$ cat src/rtl/cpu_pkg.sv
// Shared CPU types and widths used by the EX-stage divider,
// the register file and the pipeline registers.
package cpu_pkg;

  localparam int WORD_W = 32;
  localparam int REG_W  = 5;

  localparam logic [WORD_W-1:0] DIV0_Q = '1;

  typedef enum logic [1:0] {
    IDLE = 2'd0,
    CALC = 2'd1,
    FIX  = 2'd2,
    DONE = 2'd3
  } div_state_e;

endpackage

$ cat src/rtl/seq_div_wb_if.sv
// Request/result bundle between the EX-stage divider and
// the issue / write-back logic around it.
interface seq_div_wb_if #(
  parameter int WIDTH = 32,
  parameter int RW    = 5
);

  logic             start;
  logic             is_signed;
  logic [WIDTH-1:0] dividend;
  logic [WIDTH-1:0] divisor;
  logic [RW-1:0]    rd;
  logic             wb_ack;
  logic             ready;
  logic             busy;
  logic             valid;
  logic [WIDTH-1:0] q;
  logic [WIDTH-1:0] r;
  logic [RW-1:0]    wn;
  logic             div0;

  modport master (
    output start, is_signed, dividend,
    output divisor, rd, wb_ack,
    input  ready, busy, valid,
    input  q, r, wn, div0
  );

  modport slave (
    input  start, is_signed, dividend,
    input  divisor, rd, wb_ack,
    output ready, busy, valid,
    output q, r, wn, div0
  );

endinterface

$ cat src/rtl/div_step.sv
// One restoring-division iteration on {rem,quo}
// against an unsigned divisor magnitude.
module div_step
  import cpu_pkg::*;
#(
  parameter int WIDTH = WORD_W
) (
  input  logic [WIDTH-1:0] rem_i,
  input  logic [WIDTH-1:0] quo_i,
  input  logic [WIDTH-1:0] dvs_i,
  output logic [WIDTH-1:0] rem_o,
  output logic [WIDTH-1:0] quo_o
);

  logic [WIDTH:0]   rsh;
  logic [WIDTH+1:0] diff;
  logic             ok;
  logic             unused_msb;

  // rsh keeps the bit shifted out of rem so large divisors stay exact
  always_comb begin
    rsh        = {rem_i, quo_i[WIDTH-1]};
    diff       = {1'b0, rsh} - {2'b0, dvs_i};
    ok         = ~diff[WIDTH+1];
    unused_msb = diff[WIDTH];
    if (ok) begin
      rem_o = diff[WIDTH-1:0];
      quo_o = {quo_i[WIDTH-2:0], 1'b1};
    end else begin
      rem_o = rsh[WIDTH-1:0];
      quo_o = {quo_i[WIDTH-2:0], 1'b0};
    end
  end

endmodule

$ cat src/rtl/seq_div_wb.sv
// Iterative restoring divider in EX; holds its result
// until write-back grants the regfile write port.
module seq_div_wb
  import cpu_pkg::*;
#(
  parameter int WIDTH = WORD_W,
  parameter int RW    = REG_W
) (
  input logic         clk,
  input logic         clrn,
  seq_div_wb_if.slave bus
);

  localparam int CW = $clog2(WIDTH);

  div_state_e       state_q, state_d;
  logic [CW-1:0]    cnt_q, cnt_d;
  logic [WIDTH-1:0] rem_q, rem_d;
  logic [WIDTH-1:0] quo_q, quo_d;
  logic [WIDTH-1:0] dvs_q, dvs_d;
  logic [WIDTH-1:0] dvd_q, dvd_d;
  logic             neg_q_q, neg_q_d;
  logic             neg_r_q, neg_r_d;
  logic [WIDTH-1:0] q_q, q_d;
  logic [WIDTH-1:0] r_q, r_d;
  logic [RW-1:0]    wn_q, wn_d;
  logic             div0_q, div0_d;
  logic             valid_q, valid_d;

  logic [WIDTH-1:0] step_rem, step_quo;
  logic [WIDTH-1:0] dvd_mag, dvs_mag;
  logic             sa, sb;

  div_step #(.WIDTH(WIDTH)) u_step (
    .rem_i (rem_q),
    .quo_i (quo_q),
    .dvs_i (dvs_q),
    .rem_o (step_rem),
    .quo_o (step_quo)
  );

  always_comb begin
    sa      = bus.is_signed & bus.dividend[WIDTH-1];
    sb      = bus.is_signed & bus.divisor[WIDTH-1];
    dvd_mag = sa ? -bus.dividend : bus.dividend;
    dvs_mag = sb ? -bus.divisor : bus.divisor;
  end

  always_comb begin
    state_d = state_q;
    cnt_d   = cnt_q;
    rem_d   = rem_q;
    quo_d   = quo_q;
    dvs_d   = dvs_q;
    dvd_d   = dvd_q;
    neg_q_d = neg_q_q;
    neg_r_d = neg_r_q;
    q_d     = q_q;
    r_d     = r_q;
    wn_d    = wn_q;
    div0_d  = div0_q;
    valid_d = valid_q;
    unique case (state_q)
      IDLE: begin
        if (bus.start) begin
          state_d = CALC;
          cnt_d   = CW'(WIDTH - 1);
          rem_d   = '0;
          quo_d   = dvd_mag;
          dvs_d   = dvs_mag;
          dvd_d   = bus.dividend;
          wn_d    = bus.rd;
          neg_q_d = sa ^ sb;
          neg_r_d = sa;
        end
      end
      CALC: begin
        rem_d = step_rem;
        quo_d = step_quo;
        if (cnt_q == '0) state_d = FIX;
        else cnt_d = cnt_q - 1'b1;
      end
      FIX: begin
        state_d = DONE;
        valid_d = 1'b1;
        // zero magnitude only arises from a zero divisor
        if (dvs_q == '0) begin
          q_d    = WIDTH'($signed(DIV0_Q));
          r_d    = dvd_q;
          div0_d = 1'b1;
        end else begin
          q_d    = neg_q_q ? -quo_q : quo_q;
          r_d    = neg_r_q ? -rem_q : rem_q;
          div0_d = 1'b0;
        end
      end
      DONE: begin
        if (bus.wb_ack) begin
          state_d = IDLE;
          valid_d = 1'b0;
          div0_d  = 1'b0;
        end
      end
    endcase
  end

  always_ff @(posedge clk or negedge clrn) begin
    if (!clrn) begin
      state_q <= IDLE;
      cnt_q   <= '0;
      rem_q   <= '0;
      quo_q   <= '0;
      dvs_q   <= '0;
      dvd_q   <= '0;
      neg_q_q <= 1'b0;
      neg_r_q <= 1'b0;
      q_q     <= '0;
      r_q     <= '0;
      wn_q    <= '0;
      div0_q  <= 1'b0;
      valid_q <= 1'b0;
    end else begin
      state_q <= state_d;
      cnt_q   <= cnt_d;
      rem_q   <= rem_d;
      quo_q   <= quo_d;
      dvs_q   <= dvs_d;
      dvd_q   <= dvd_d;
      neg_q_q <= neg_q_d;
      neg_r_q <= neg_r_d;
      q_q     <= q_d;
      r_q     <= r_d;
      wn_q    <= wn_d;
      div0_q  <= div0_d;
      valid_q <= valid_d;
    end
  end

  assign bus.ready = (state_q == IDLE);
  assign bus.busy  = (state_q != IDLE);
  assign bus.valid = valid_q;
  assign bus.q     = q_q;
  assign bus.r     = r_q;
  assign bus.wn    = wn_q;
  assign bus.div0  = div0_q;

endmodule

$ cat src/flat_wrapper.sv
// flat-port wrapper written by rule: the top's interface ports become plain ports
module seq_div_wb_flat import cpu_pkg::*;
#(
  parameter int WIDTH = WORD_W,
  parameter int RW    = REG_W
)
  (clk, clrn, bus_start, bus_is_signed, bus_dividend, bus_divisor, bus_rd, bus_wb_ack, bus_ready, bus_busy, bus_valid, bus_q, bus_r, bus_wn, bus_div0);
  seq_div_wb_if #(.WIDTH(WIDTH), .RW(RW)) bus_i ();
  input logic clk;
  input logic clrn;
  input wire logic [$bits(bus_i.start)-1:0] bus_start;
  input wire logic [$bits(bus_i.is_signed)-1:0] bus_is_signed;
  input wire logic [$bits(bus_i.dividend)-1:0] bus_dividend;
  input wire logic [$bits(bus_i.divisor)-1:0] bus_divisor;
  input wire logic [$bits(bus_i.rd)-1:0] bus_rd;
  input wire logic [$bits(bus_i.wb_ack)-1:0] bus_wb_ack;
  output wire logic [$bits(bus_i.ready)-1:0] bus_ready;
  output wire logic [$bits(bus_i.busy)-1:0] bus_busy;
  output wire logic [$bits(bus_i.valid)-1:0] bus_valid;
  output wire logic [$bits(bus_i.q)-1:0] bus_q;
  output wire logic [$bits(bus_i.r)-1:0] bus_r;
  output wire logic [$bits(bus_i.wn)-1:0] bus_wn;
  output wire logic [$bits(bus_i.div0)-1:0] bus_div0;
  assign bus_i.start = bus_start;
  assign bus_i.is_signed = bus_is_signed;
  assign bus_i.dividend = bus_dividend;
  assign bus_i.divisor = bus_divisor;
  assign bus_i.rd = bus_rd;
  assign bus_i.wb_ack = bus_wb_ack;
  assign bus_ready = bus_i.ready;
  assign bus_busy = bus_i.busy;
  assign bus_valid = bus_i.valid;
  assign bus_q = bus_i.q;
  assign bus_r = bus_i.r;
  assign bus_wn = bus_i.wn;
  assign bus_div0 = bus_i.div0;
  seq_div_wb #(.WIDTH(WIDTH), .RW(RW)) u_core (.clk(clk), .clrn(clrn), .bus(bus_i));
endmodule
$ cat config.mk
export PLATFORM = sky130hd
export DESIGN_NAME = seq_div_wb_flat
export DESIGN_NICKNAME = d
export VERILOG_FILES = /design/src/rtl/cpu_pkg.sv /design/src/rtl/seq_div_wb_if.sv /design/src/rtl/div_step.sv /design/src/rtl/seq_div_wb.sv /design/src/flat_wrapper.sv
export SDC_FILE = /design/constraint.sdc
export NUM_CORES = 1
export LEC_CHECK = 0
export BUFFER_PORTS_ARGS = -buffer_cell sky130_fd_sc_hd__buf_2
export CAP_MARGIN = 0
export CORE_MARGIN = 2
export CORE_UTILIZATION = 55
export CTS_CLUSTER_SIZE = 10
export DETAILED_ROUTE_END_ITERATION = 8
export MAX_ROUTING_LAYER = met4
export PLACE_DENSITY = 0.75
export SYNTH_ARGS = -nofsm -noshare
export SYNTH_HDL_FRONTEND = slang
export SYNTH_HIERARCHICAL = 1
export SYNTH_SLANG_ARGS = --single-unit
$ cat constraint.sdc
create_clock -name clk -period 3.4 [get_ports clk]
set_input_delay 0.17 -clock clk [delete_from_list [all_inputs] [get_ports clk]]
set_output_delay 0.17 -clock clk [all_outputs]
set_load 0.005 [all_outputs]
==> results_dict.tcl, run 1 <==
set metrics [dict create \
    pin_count 147 \
    power.total_mw 17.1 \
    dp.final_hpwl_um 30700 \
    fmax_mhz 318 \
    slew_viol_final 0 \
    cts_buffer_depth 3 \
    max_cap_viol_count 0 \
    syn_nets 1780 \
    cts_setup_buffers 0 \
    start_kind "flop" \
    r2r-end "u_core/rem_q[22]" \
    drtIter0Drc 1700 \
    synth.avg_cell_area_um2 8.38 \
    num-fill-cells 2158 \
    holdCritPathClass "input pin to flop" \
    period_share 0.924 \
    r2r_slack_ns 0.26 \
    powerDensity_nw_per_um2 1050 \
    p_leak_nw 7.22 \
    grt_setup_unrepaired "false" \
    final.min_clock_period_ns 3.14 \
    synth-edff-count 0 \
    grt_pass1_wl_um 68200 \
    worst_pin_slew_ns 1.03 \
    vias_per_cell 6.18 \
    reg2reg_depth 9 \
    worstSetupPathType "flop to flop" \
    via_count 13300 \
    worst_hold_slack_ns 0.0264 \
    start_util 0.557 \
    synthDistinctLibCells 84 \
    num_rows 58 \
    chipWidth_um 163 \
    root_buffer "clkbuf_16" \
    hold_depth 3 \
    cp-end-kind "flop" \
    areaGrowthSynthToFinish_pct 16.3 \
    cp.required_ns 3.81 \
    grt_max_degree 101 \
    synth-seq-cells 208 \
    grt_antenna_before_repair 0 \
    drive_above_1_share 0.146 \
    synthCells 1664 \
    port_buffers 146 \
    whs_endpoint "u_core/dvs_q[4]" \
    critPathMaxFanout 14 \
    synth_warnings 6 \
    setup_tns_ns 0 \
    fin_worst_skew_ns 0.0197 \
    groute.usage.overall 0.328 \
    drc_errors 0 \
    ys_seq_area_frac 0.373 \
    chipHeight_um 163 \
    routedWlPerCell_um 19.7 \
    grt-ovfl-total 0 \
    r2r_start "u_core/rem_q[9]" \
    final-hold-violation-count 0 \
    hp-start "bus_divisor[4]" \
    grt_pass1_vias 12700 \
    final_area_um2 16200 \
    place_area_um2 14800 \
    numCtsBuffers 26 \
    synth_area_um2 13900 \
    ir_drop_mv 0.530 \
    relSlewSlack 0.309 \
    clk_latency_ns 0.54 \
    multi_input_area_um2 7840 \
    die_area_um2 26600 \
    synthArstFlopShare 1.00 \
    final_util 0.648 \
    cts_tree "done" \
    arrival_ns 3.55 \
    htree_levels 1 \
    diodes 0 \
    totalWireLength_um 42200 \
    yosys_most_used_dff "dfrtp_1" \
    core_um2 25000 \
    setup_viol 0 \
    status "completed" \
    clock_sinks 208 \
    path_clk_slew_ns 0.05 \
    fin_nets 1924 \
    firstDrtPassIters 6 \
    drtAntennaViolNets 0 \
    place_congestion 0.946 \
    seqCellArea_um2 5200 \
]
-- stage by stage --
stage          std cells  setup WS (ns)
2_1_floorplan       1664          0.804
3_3_place_gp        2049          0.383
3_5_place_dp        2049          0.340
4_1_cts             2146          0.329
5_1_grt             2146          0.108
6_report            2146          0.259
-- Yosys cell counts, drive strengths merged (36+ instances only) --
library cell,count,share of area
clkbuf,77,0.021
dfrtp,208,0.37
xor2,64,0.040
ha,41,0.037
o21ai,139,0.050
inv,76,0.020
nor3,36,0.014
xnor2,56,0.035
nor2,119,0.032
buf,52,0.025
nand2,261,0.070
a21oi,96,0.035
-- per-layer routing --
metal	vias up	wire length [um]	GRT usage
met5	-	0	-
met4	0	986	0.0849
met3	77	3210	0.0378
met2	609	19200	0.507
met1	6341	18900	0.460
li1	6245	-	-
-- registers in the layout (all words and copies together), names as in the netlist --
| register | flops |
|---|---|
| u_core/bus.r | 32 |
| u_core/rem_q | 32 |
| u_core/dvd_q | 32 |
| u_core/neg_r_q | 1 |
| u_core/state_q | 2 |
| u_core/quo_q | 32 |
| u_core/dvs_q | 32 |
| u_core/bus.valid | 1 |
| u_core/bus.div0 | 1 |
| u_core/bus.wn | 5 |
| u_core/bus.q | 32 |
| u_core/cnt_q | 5 |
| u_core/neg_q_q | 1 |
-- critical path: stages, from the launching register on --
cell and delay [ns]:
dfrtp_1 0.49, ha_1 0.46, a21oi_1 0.26, o21ai_0 0.10
a21oi_1 0.36, a311oi_2 0.22, nor3_4 0.35, inv_2 0.25
mux2_2 0.33, a22o_1 0.20
-- report_power, final --
group          internal, mW  total [mW]  switching (mW)
clock network          1.58        2.61            1.03
registers              3.64        4.84            1.20
logic                  3.93        9.62            5.69
-- cell families (layout without fill, tap and decap cells) --
| logic type | Yosys count | count (layout) | share of synthesized area |
|---|---|---|---|
| AO/OA/AOI/OAI | 469 | 469 | 0.224 |
| XOR/XNOR | 120 | 120 | 0.0754 |
| adder cells (fa/ha/maj) | 42 | 42 | 0.0382 |
| buffers and inverters | 205 | 357 | 0.0659 |
| flip-flops | 208 | 208 | 0.373 |
| multiplexers | 30 | 30 | 0.0228 |
| AND/OR/NAND/NOR | 590 | 590 | 0.200 |
-- worst max-delay path by stage --
stage | from | endpoint | slack [ns] | cells past startpoint
final | u_core/rem_q[9] | u_core/rem_q[22] | 0.26 | 9
after CTS | u_core/quo_q[31] | u_core/rem_q[28] | 0.33 | 12
after floorplan | u_core/quo_q[31] | u_core/rem_q[22] | 0.80 | 12
after global placement | u_core/rem_q[6] | u_core/rem_q[12] | 0.38 | 9
after detailed placement | u_core/rem_q[6] | u_core/rem_q[22] | 0.34 | 9
after global routing | u_core/rem_q[5] | u_core/rem_q[30] | 0.11 | 10
-- final cells by class --
| class | instances | share of cell area |
|---|---|---|
| Multi-Input combinational cell | 1251 | 0.484 |
| Sequential cell | 208 | 0.321 |
| Timing Repair Buffer | 245 | 0.104 |
| Clock buffer | 31 | 0.0431 |
| Tap cell | 330 | 0.0255 |
| Inverter | 76 | 0.0176 |
| Clock inverter | 5 | 0.00532 |
-- cell usage in the layout (no fill, tap or decap), types with 19 or more instances in the layout --
master,n
a31oi_1,30
o31ai_1,28
or3_1,21
nand3_1,21
ha_1,40
nand4_1,21
clkbuf_16,26
xnor2_1,56
xor2_1,64
buf_2,145
o41ai_1,23
dlygate4sd3_1,61
nand2_1,260
nor3_1,35
o21ai_0,132
nor4_1,27
dfrtp_1,208
buf_4,34
inv_1,75
mux2i_1,19
nor2_1,117
a22o_1,28
a21oi_1,93
-- what timing repair did --
| item | 4_1_cts | 5_1_grt |
|---|---|---|
| hold endpoints to repair | 162 | 0 |
| gates resized for setup | 0 | 0 |
| hold buffers | 61 | 0 |
No activity file was read; power rests on OpenSTA's default activity.
==> run 2, diff against run 1 <==
CELL_PAD_IN_SITES_DETAIL_PLACEMENT = 0   (was default)
CELL_PAD_IN_SITES_GLOBAL_PLACEMENT = 1   (was default)
CORE_UTILIZATION = 45   (was 55)
PLACE_DENSITY = default   (was 0.75)
PLACE_DENSITY_LB_ADDON = 0.1   (was default)
==> run 2 against run 1 <==
Count of clock-buffer cells in the layout rose by 6. Power rose by 1.1%. Combinational power rose by 2.6%. Clock power barely moved. Largest cell class unchanged. Highest routed layer unchanged.
==> results_dict.tcl, run 2 (synthesis results as in run 1) <==
set metrics [dict create \
    status "completed" \
    clock_sinks 208 \
    firstDrtPassIters 6 \
    setup_viol 0 \
    grt_antenna_before_repair 0 \
    mostFrequentLayoutCells "nand2_1 (260), dfrtp_1 (208), buf_2 (145)" \
    drtIter0Drc 1110 \
    grt_pass1_wl_um 71300 \
    numCtsBuffers 26 \
    p_clk_frac 0.152 \
    vias_per_cell 5.88 \
    groute.usage.overall 0.280 \
    diodes 0 \
    cp.required_ns 3.81 \
    num_rows 64 \
    r2r_slack_ns 0.28 \
    final_area_um2 16400 \
    start_util 0.457 \
    hold_depth 3 \
    whs_endpoint "u_core/dvs_q[17]" \
    slew_viol_final 0 \
    clk_latency_ns 0.55 \
    ir_drop_mv 0.482 \
    drtAntennaViolNets 0 \
    powerDensity_nw_per_um2 1050 \
    dp.final_hpwl_um 32900 \
    pwr-share-comb 0.572 \
    chipWidth_um 180 \
    p_leak_nw 7.31 \
    place_congestion 0.929 \
    port_buffers 146 \
    r2r-end "u_core/rem_q[28]" \
    die_area_um2 32400 \
    cp-end-kind "flop" \
    cts_resized 0 \
    hp-start "bus_divisor[17]" \
    path_clk_slew_ns 0.06 \
    worstSetupPathType "flop to flop" \
    fin_worst_skew_ns 0.0288 \
    cts_tree "done" \
    grt_setup_unrepaired "false" \
    totalWireLength_um 44700 \
    grt_pass1_vias 12500 \
    final_util 0.539 \
    num-fill-cells 2865 \
    final.min_clock_period_ns 3.12 \
    root_buffer "clkbuf_16" \
    arrival_ns 3.53 \
    htree_levels 1 \
    via_count 13100 \
    areaGrowthSynthToFinish_pct 17.9 \
    setup_tns_ns 0 \
    core_um2 30500 \
    place_area_um2 15000 \
    relSlewSlack 0.363 \
    worst_pin_slew_ns 0.956 \
    routedWlPerCell_um 20.0 \
    pin_count 147 \
    drc_errors 0 \
    fmax_mhz 321 \
    p_seq_frac 0.276 \
    start_kind "flop" \
    cts_buffer_depth 3 \
    holdCritPathClass "input pin to flop" \
    switching_share 0.466 \
    final-hold-violation-count 0 \
    grt_max_degree 113 \
    drive_above_1_share 0.152 \
    reg2reg_depth 11 \
    fin_nets 1942 \
    final_common_cell "nand2_1" \
    p_int_mw 9.21 \
    r2r_start "u_core/dvs_q[0]" \
    p_sw_mw 8.05 \
    max_cap_viol_count 0 \
    period_share 0.917 \
    grt-ovfl-total 0 \
    critPathMaxFanout 3 \
    chipHeight_um 180 \
]
[run 2: changes by cell type in the layout (fill, tap and decap cells not counted)]
cell           change
buf_4             +15
bufinv_16          -1
clkbuf_1           +5
clkbuf_8           +1
clkinv_2           -1
dlygate4sd3_1      +3
[run 2: worst max path at each step]
stage	slack [ns]	startpoint	cells past startpoint	to
finish	0.28	u_core/dvs_q[0]	11	u_core/rem_q[28]
global route	0.16	u_core/dvs_q[0]	11	u_core/rem_q[28]
CTS	0.29	u_core/dvs_q[0]	11	u_core/rem_q[28]
detailed placement	0.31	u_core/dvs_q[0]	11	u_core/rem_q[28]
global placement	0.27	u_core/rem_q[10]	9	u_core/rem_q[28]
floorplan	0.80	u_core/quo_q[31]	12	u_core/rem_q[22]
[run 2: what timing repair did]
action,CTS,global route
hold buffers,64,0
endpoints found under the setup margin,0,0
endpoints found under the hold margin,173,0
setup buffers,0,0
[run 2: area by class of cell]
| cell class | instances | area, um2 | share of cell area |
|---|---|---|---|
| inverters | 76 | 285 | 0.0174 |
| well taps | 396 | 495 | 0.0301 |
| repair buffers | 263 | 1830 | 0.111 |
| clock buffers | 37 | 732 | 0.0445 |
| flip-flops and latches | 208 | 5200 | 0.317 |
| clock inverters | 3 | 51.3 | 0.00312 |
| multi-input cells | 1251 | 7840 | 0.477 |
[run 2: critical path, stage by stage (launching register included)]
cell and delay, ns:
dfrtp_1 0.45, ha_1 0.22, inv_1 0.06, fa_1 0.41, a21o_1 0.24, a31oi_2 0.27
o21bai_1 0.21, and3_1 0.24, o41ai_2 0.31, xor2_1 0.28, o21ai_1 0.11, a22o_1 0.20
[run 2: stage by stage]
stage          std cells  hold WS (ns)  power, mW  worst slack [ns]
6_report            2234        0.0208       17.3             0.281
5_1_grt             2234       0.00735       18.7             0.160
4_1_cts             2234       0.00179       17.2             0.289
3_5_place_dp        2130         0.370       14.5             0.315
3_3_place_gp        2130         0.359       14.4             0.269
2_1_floorplan       1664        -0.126       11.6             0.804
[run 2: power groups by stage]
stage               clock (mW)  sequential (mW)  combinational, mW
finish                    2.62             4.76               9.87
floorplan                    0             4.52               7.07
CTS                       2.67             4.74               9.80
global route              2.80             4.93               11.0
global placement             0             4.73               9.70
detailed placement           0             4.77               9.71
[run 2: per-layer routing]
metal,track usage,wire length [um],share of wire,vias up
met3,0.0389,3080,0.069,39
met1,0.414,21700,0.49,6336
li1,-,-,-,6273
met5,-,0,0,-
met2,0.412,19200,0.43,477
met4,0.0530,668,0.015,0
==> run 3, diff against run 2 <==
CORE_UTILIZATION = 40   (was 45)
MAX_ROUTING_LAYER = default   (was met4)
SLEW_MARGIN = 20   (was default)
==> run 3 against run 2 <==
Utilization is 6.1 points lower. Combinational power is 0.9% lower. Largest cell class unchanged. Setup slack worse by 0.11 ns. Sequential share of layout area hardly changed. Critical path depth is 4 lower. Highest routed layer unchanged. Sequential power is 1% higher. Count of clock-buffer cells in the layout stayed put. Largest power group unchanged. Clock power is 2% lower. Global-route usage is 2.7 points lower. Cell count is 2.5% higher. Worst hold slack worse by 0.0029 ns.
==> results_dict.tcl, run 3 (synthesis results as in run 1) <==
set metrics [dict create \
    status "completed" \
    drtIter0Drc 859 \
    grt-ovfl-total 0 \
    seqCellArea_um2 5200 \
    pin_count 147 \
    worstPathCellList "or4_1 -> or4_1 -> o41ai_1 -> buf_4 -> xor2_1 -> buf_4 -> a21oi_1" \
    powerDensity_nw_per_um2 1040 \
    p_int_mw 9.07 \
    setup_tns_ns 0 \
    start_util 0.405 \
    worst_pin_slew_ns 0.887 \
    setup_viol 0 \
    num-fill-cells 3472 \
    die_area_um2 36400 \
    period_share 0.951 \
    core_um2 34500 \
    cts_buffer_depth 3 \
    pwr-share-comb 0.570 \
    fin_nets 1939 \
    final-hold-violation-count 0 \
    final_area_um2 16500 \
    cts_resized 0 \
    slew_viol_final 0 \
    p_leak_nw 7.27 \
    start_kind "flop" \
    path_clk_slew_ns 0.06 \
    arrival_ns 3.62 \
    drc_errors 0 \
    switching_share 0.471 \
    htree_levels 1 \
    place_area_um2 15000 \
    fin_worst_skew_ns 0.0187 \
    p_clk_frac 0.150 \
    grt_pass1_wl_um 72600 \
    cp.required_ns 3.79 \
    critPathSlowestCell "or4_1" \
    diodes 0 \
    clk_latency_ns 0.54 \
    totalWireLength_um 45800 \
    hp-start "bus_divisor[10]" \
    chipHeight_um 191 \
    r2r_start "u_core/quo_q[18]" \
    worstSetupPathType "flop to flop" \
    grt_setup_unrepaired "false" \
    multi_input_area_um2 7840 \
    cp-end-kind "flop" \
    critPathMaxFanout 8 \
    place_congestion 0.915 \
    numCtsBuffers 26 \
    drtAntennaViolNets 0 \
    slowest_delay_ns 0.61 \
    via_count 13000 \
    root_buffer "clkbuf_16" \
    grt_pass1_vias 12400 \
    p_seq_frac 0.280 \
    final_common_cell "nand2_1" \
    dp.final_hpwl_um 34000 \
    clock_sinks 208 \
    firstDrtPassIters 5 \
    relSlewSlack 0.406 \
    final.min_clock_period_ns 3.23 \
    mostFrequentLayoutCells "nand2_1 (260), dfrtp_1 (208), buf_2 (145)" \
    max_cap_viol_count 0 \
    num_rows 68 \
    groute.usage.overall 0.253 \
    areaGrowthSynthToFinish_pct 18.1 \
    cts_tree "done" \
    chipWidth_um 191 \
    holdCritPathClass "input pin to flop" \
    fmax_mhz 309 \
    p_sw_mw 8.08 \
    drive_above_1_share 0.150 \
    vias_per_cell 5.66 \
    grt_max_degree 102 \
    port_buffers 146 \
    startpoint "u_core/quo_q[18]" \
    grt_antenna_before_repair 0 \
    ir_drop_mv 0.503 \
    routedWlPerCell_um 20.0 \
]
==> run 3: final cells by class <==
class,instances,share of cell area
clock buffer,37,0.0451
clock inverter,3,0.00160
multi-input combinational,1251,0.477
tap,455,0.0346
sequential,208,0.316
inverter,76,0.0173
timing repair buffer,260,0.109
==> run 3: per-layer routing <==
metal	global-route usage	routed length (um)
met5	0	0
met4	0.0498	794
met3	0.0254	2300
met2	0.381	19600
met1	0.392	23100
==> run 3: path summary, 6_finish.rpt <==
check	to	slack, ns	cells past startpoint
worst max register to register	u_core/bus.q[31]	0.17	7
worst min register to register	u_core/dvd_q[15]	0.47	2
max in group asynchronous	u_core/dvd_q[14]	2.25	3
min in group asynchronous	u_core/dvd_q[5]	0.29	2
worst max-delay path	u_core/bus.q[31]	0.17	7
worst min-delay path	u_core/dvs_q[10]	0.02	3
==> run 3: critical path, delay by kind of cell (launching register included) <==
family	cells	cell delay (ns)
buffers and inverters	2	0.41
AND/OR/NAND/NOR	2	1.21
AO/OA/AOI/OAI	2	0.63
flip-flops	1	0.45
XOR/XNOR	1	0.38
==> run 3: metrics by stage <==
step	power (mW)	std cells	utilization	hold slack (ns)	setup WS (ns)
2_1_floorplan	11.6	1664	-	-0.126	0.804
3_3_place_gp	14.4	2184	0.436	0.292	0.199
3_5_place_dp	14.5	2184	0.436	0.298	0.144
4_1_cts	17.2	2289	0.477	0.00397	0.118
5_1_grt	18.7	2290	0.478	0.0344	0.0595
6_report	17.1	2290	0.478	0.0179	0.167
==> run 3: power groups by stage <==
stage	clock network [mW]	logic, mW	registers [mW]
2_1_floorplan	0	7.07	4.52
3_3_place_gp	0	9.66	4.78
3_5_place_dp	0	9.64	4.83
4_1_cts	2.63	9.74	4.80
5_1_grt	2.75	10.9	4.98
6_report	2.56	9.78	4.81
==> run 3: repair_timing <==
action                    4_1_cts  5_1_grt
hold buffers                   65        1
buffers inserted                0        0
hold endpoints to repair      163        1
